## src/rtl/addsub_pkg.sv

```systemverilog
// Shared definitions for the bit-serial adder/subtractor.
package addsub_pkg;

    localparam int DEFAULT_WIDTH = 4;

    localparam logic MODE_ADD = 1'b0;
    localparam logic MODE_SUB = 1'b1;

    typedef enum logic [1:0] {
        ST_IDLE = 2'd0,
        ST_RUN  = 2'd1,
        ST_DONE = 2'd2
    } state_t;

endpackage

```

## src/rtl/serial_addsub_fa_bit.sv

```systemverilog
// Single combinational full-adder cell, reused for every bit position.
module fa_bit (
    input  logic a,
    input  logic b,
    input  logic cin,
    output logic s,
    output logic c
);

    // Sum and majority carry.
    always_comb begin
        s = a ^ b ^ cin;
        c = (a & b) | (a & cin) | (b & cin);
    end

endmodule

```

## src/rtl/serial_addsub.sv

```systemverilog
// Bit-serial adder/subtractor: one bit per clock, LSB first, through a
// single full-adder cell. Subtraction is A + ~B + 1 (carry preset to m).
module serial_addsub
    import addsub_pkg::*;
#(
    parameter int WIDTH = DEFAULT_WIDTH
) (
    input  logic             clk,
    input  logic             rst_n,
    input  logic             start,
    input  logic [WIDTH-1:0] A,
    input  logic [WIDTH-1:0] B,
    input  logic             m,
    output logic             busy,
    output logic             done,
    output logic [WIDTH-1:0] S,
    output logic             cout,
    output logic             v
);

    localparam int CW = $clog2(WIDTH);
    localparam logic [CW-1:0] CNT_LAST   = CW'(WIDTH - 1);
    localparam logic [CW-1:0] CNT_PENULT = CW'(WIDTH - 2);

    state_t           state_q, state_d;
    logic [WIDTH-1:0] a_sh_q, a_sh_d;
    logic [WIDTH-1:0] b_sh_q, b_sh_d;
    logic [WIDTH-1:0] res_q, res_d;
    logic [CW-1:0]    cnt_q, cnt_d;
    logic             carry_q, carry_d;
    logic             c_msb_q, c_msb_d;
    logic [WIDTH-1:0] s_q, s_d;
    logic             cout_q, cout_d;
    logic             v_q, v_d;

    logic fa_s, fa_c;

    fa_bit u_fa (
        .a   (a_sh_q[0]),
        .b   (b_sh_q[0]),
        .cin (carry_q),
        .s   (fa_s),
        .c   (fa_c)
    );

    // Next-state: FSM, operand shifting, result assembly.
    always_comb begin
        state_d = state_q;
        a_sh_d  = a_sh_q;
        b_sh_d  = b_sh_q;
        res_d   = res_q;
        cnt_d   = cnt_q;
        carry_d = carry_q;
        c_msb_d = c_msb_q;
        s_d     = s_q;
        cout_d  = cout_q;
        v_d     = v_q;

        case (state_q)
            ST_IDLE, ST_DONE: begin
                if (start) begin
                    a_sh_d  = A;
                    b_sh_d  = B ^ {WIDTH{m}};
                    carry_d = m;
                    cnt_d   = '0;
                    state_d = ST_RUN;
                end else begin
                    state_d = ST_IDLE;
                end
            end
            ST_RUN: begin
                a_sh_d  = a_sh_q >> 1;
                b_sh_d  = b_sh_q >> 1;
                res_d   = {fa_s, res_q[WIDTH-1:1]};
                carry_d = fa_c;
                cnt_d   = cnt_q + 1'b1;
                // Carry out of bit WIDTH-2 is the carry into the MSB,
                // needed for the overflow flag on the final edge.
                if (cnt_q == CNT_PENULT) begin
                    c_msb_d = fa_c;
                end
                if (cnt_q == CNT_LAST) begin
                    s_d     = {fa_s, res_q[WIDTH-1:1]};
                    cout_d  = fa_c;
                    v_d     = c_msb_q ^ fa_c;
                    state_d = ST_DONE;
                end
            end
            default: state_d = ST_IDLE;
        endcase
    end

    // State registers with asynchronous clear.
    always_ff @(posedge clk or negedge rst_n) begin
        if (!rst_n) begin
            state_q <= ST_IDLE;
            a_sh_q  <= '0;
            b_sh_q  <= '0;
            res_q   <= '0;
            cnt_q   <= '0;
            carry_q <= 1'b0;
            c_msb_q <= 1'b0;
            s_q     <= '0;
            cout_q  <= 1'b0;
            v_q     <= 1'b0;
        end else begin
            state_q <= state_d;
            a_sh_q  <= a_sh_d;
            b_sh_q  <= b_sh_d;
            res_q   <= res_d;
            cnt_q   <= cnt_d;
            carry_q <= carry_d;
            c_msb_q <= c_msb_d;
            s_q     <= s_d;
            cout_q  <= cout_d;
            v_q     <= v_d;
        end
    end

    assign busy = (state_q == ST_RUN);
    assign done = (state_q == ST_DONE);
    assign S    = s_q;
    assign cout = cout_q;
    assign v    = v_q;

endmodule

```

## config.mk

```make
export PLATFORM = sky130hd
export DESIGN_NAME = serial_addsub
export DESIGN_NICKNAME = d
export VERILOG_FILES = /design/src/rtl/addsub_pkg.sv /design/src/rtl/serial_addsub_fa_bit.sv /design/src/rtl/serial_addsub.sv
export SDC_FILE = /design/constraint.sdc
export NUM_CORES = 1
export LEC_CHECK = 0
export CORE_UTILIZATION = 35
export DETAILED_ROUTE_END_ITERATION = 7
export PLACE_DENSITY = 0.56
export SYNTH_ARGS = -nofsm -noshare
export SYNTH_HDL_FRONTEND = slang
export SYNTH_SLANG_ARGS = --single-unit
```

## constraint.sdc

```tcl
create_clock -name clk -period 1.3 [get_ports clk]
set_clock_uncertainty 0.1 [all_clocks]
set_input_delay 0.13 -clock clk [delete_from_list [all_inputs] [get_ports clk]]
set_output_delay 0.13 -clock clk [all_outputs]
set_load 0.02 [all_outputs]
```

==> results.tsv <==
stage	metric	value	unit
critical_path	cp_slowest_cell	dfrtp_2	
critical_path	worstPathCellList	buf_6 > buf_6 > nand3b_4 > mux2_2	
power	p_leak	0.7398	nW
timing	finalWorstSetupSlack	-104.5	ps
synth	syn_inst	86	
timing	final-max-slew-violation-count	0	
floorplanning	die_area	3141	um2
synth	ys_warn_count	0	
timing	finalSetupViolations	14	
placement	dpl_cell_area	1324	um2
layout	n_antenna_cell	0	
timing	slew_headroom	80.31	%
worst_hold_path	holdCritPathClass	in2async	
timing	rsz0062_at_grt	yes	
synth	yosysUniqueCellTypes	26	
clock_network	cts_tree	built	
placement	dp_hpwl	1.375	mm
floorplanning	pin_count	20	
critical_path	critPathLaunchType	flop	
clock_network	cts_made_buffers	3	
layout	syn2layout_area_growth	46.76	%
grt	grt_max_degree	24	
floorplanning	initial_core_util	37.07	%
layout	mostFrequentLayoutCells	22 x dfrtp_1, 14 x nand2_1, 14 x buf_4	
critical_path	cpPeakStageDelay	480	ps
critical_path	crit_top_cell	buf_6	
timing	fin_crit_sh	108.0	%
detailed_routing	antenna_left	0	
clock_network	cts_buffer_depth	2	
critical_path	worstReg2RegEnd	cout	
grt	grt_use_total	14.50	%
synth	netlist_area	1022	um2
synth	syn_nets	101	
timing	hold_viol_final	0	
timing	setup_tns	-903.9	ps
placement	place_congestion	0.7770	
layout	postLayoutCoreUtil	54.40	%
critical_path	endpoint_kind	flop	
critical_path	worstReg2RegStart	state_q[0]	
critical_path	critPathArrivalTime	1530	ps
grt	grt_pass1_wl	3.532	mm
critical_path	worst_ep_required_time	1420	ps
placement	dp.cells	145	
critical_path	cp_max_fo	8	
critical_path	path_class	reg2reg	
layout	drive_gt1_share	37.60	%
grt	grt_pass1_vias	801	
detailed_routing	routed_wl	2.057	mm
layout	fin_area	1500	um2
clock_network	clock-sinks	23	
timing	timing.hold.ws	46.71	ps
critical_path	rr_worst_depth	4	
grt	globalRoute.totalOverflow	0	
outcome	outcome	finished, violations left	
critical_path	r2r_slack	-100	ps
detailed_routing	viasPerCell	4.814	
clock_network	clockRootBuffer	clkbuf_4	
timing	min_period	1405	ps
clock_network	clk_pin_slew	130	ps
clock_network	clock_latency	320	ps
floorplanning	die-width	56.05	um
layout	final_common_cell	dfrtp_1	
grt	antenna_found_initial	0	
synth	avgSynthCellArea	11.89	um2
detailed_routing	dr.pass1.iters	4	
layout	instances_no_fill	156	
power	powerDensity	2411	nW/um2
placement	dpl_worst_slack	-194.4	ps
run	maxCapViolCount	0	
floorplanning	fp-row-count	19	
layout	nNetsFinal	141	
placement	io_buffer_count	19	
floorplanning	core-area	2758	um2
timing	tightest_slew	295.4	ps
timing	fmax	0.7120	GHz
outcome	violations	negative setup slack	
detailed_routing	drt_iter0_markers	7	
power	ir_drop	1273	uV
detailed_routing	num_vias	751	
floorplanning	die_h	56.05	um
clock_network	htreeDepth	1	
synth	synth_seq_cells	23	
detailed_routing	wl_per_cell	13.19	um
power	finalPower	3.617	mW
synth	ys_seq_area_share	56.30	%
detailed_routing	post-route-drc-count	0	
critical path: cells and delay by family, from the launching register on:
kind / cells / cell delay [ps]
simple gates: 1 / 140
buf+inv: 2 / 230
flops: 1 / 480
mux: 1 / 350
state kept, by name (all words and copies together) (netlist names):
signal   cells
S            4
a_sh_q       4
b_sh_q       4
c_msb_q      1
carry_q      1
cnt_q        2
cout         1
res_q        3
state_q      2
v            1
cell usage after synthesis:
library cell,n,area share [%]
a21o_1,1,0.73
clkbuf_1,1,0.37
xnor2_1,4,3.4
buf_6,1,1.1
a22o_1,3,2.6
nor2b_1,2,1.2
inv_1,2,0.73
clkbuf_2,1,0.49
buf_4,2,1.5
nor2_1,3,1.1
inv_2,1,0.37
nand2b_1,1,0.61
nand2_1,14,5.1
fa_1,1,2.0
dfrtp_1,23,56
o2bb2ai_1,1,0.86
nand2b_2,1,0.86
mux2_2,6,6.6
nor2_4,1,1.1
o21ai_0,3,1.5
a221o_1,3,2.9
a22oi_1,3,2.2
xor2_1,1,0.86
ha_1,2,2.4
nand3b_2,1,1.1
nand3_1,4,2.0
per-layer routing:
metal / wire length, um / global-route usage [%] / vias up
met3: 100 / 4.884 / 0
met4: 0 / 2.439 / 0
met2: 1054 / 24.32 / 19
li1: - / - / 370
met5: 0 / 0 / -
met1: 903 / 18.44 / 362
kinds of logic (layout without fill, tap and decap cells):
logic type	Yosys count	after routing	synth area share [%]
fa+ha+maj	3	3	4.406
mux	6	6	6.609
xor+xnor	5	5	4.284
simple gates	27	27	13.10
compound gates	14	14	10.77
flops	23	23	56.30
buf+inv	8	47	4.527
timing repair:
item / 4_1_cts / 5_1_grt
setup buffers: 7 / 0
pin swaps: 7 / 7
gates resized for setup: 33 / 20
endpoints found under the setup margin: 22 / 26
hold buffers: 0 / 0
how the worst max path moves through the flow:
stage | start | to | slack [ps] | depth (start not counted)
2_1_floorplan | a_sh_q[0] | carry_q | -60 | 3
3_3_place_gp | start | b_sh_q[0] | -170 | 4
3_5_place_dp | start | b_sh_q[2] | -190 | 4
4_1_cts | carry_q | carry_q | -130 | 3
5_1_grt | a_sh_q[0] | carry_q | -140 | 3
6_report | state_q[0] | cout | -100 | 4
cell type report:
cell class	instances	area, um2
Sequential cell	23	576.8
Timing Repair Buffer	40	375.4
Clock buffer	3	22.52
Inverter	3	13.76
Clock inverter	1	5.005
Tap cell	31	38.79
Multi-Input combinational cell	55	467.9
Fill cell	265	1257
report_power, final:
group,switching (mW),internal (mW)
registers,0.217,1.04
clock network,0.215,0.115
logic,0.884,1.15
No activity file was read; power rests on OpenSTA's default activity.
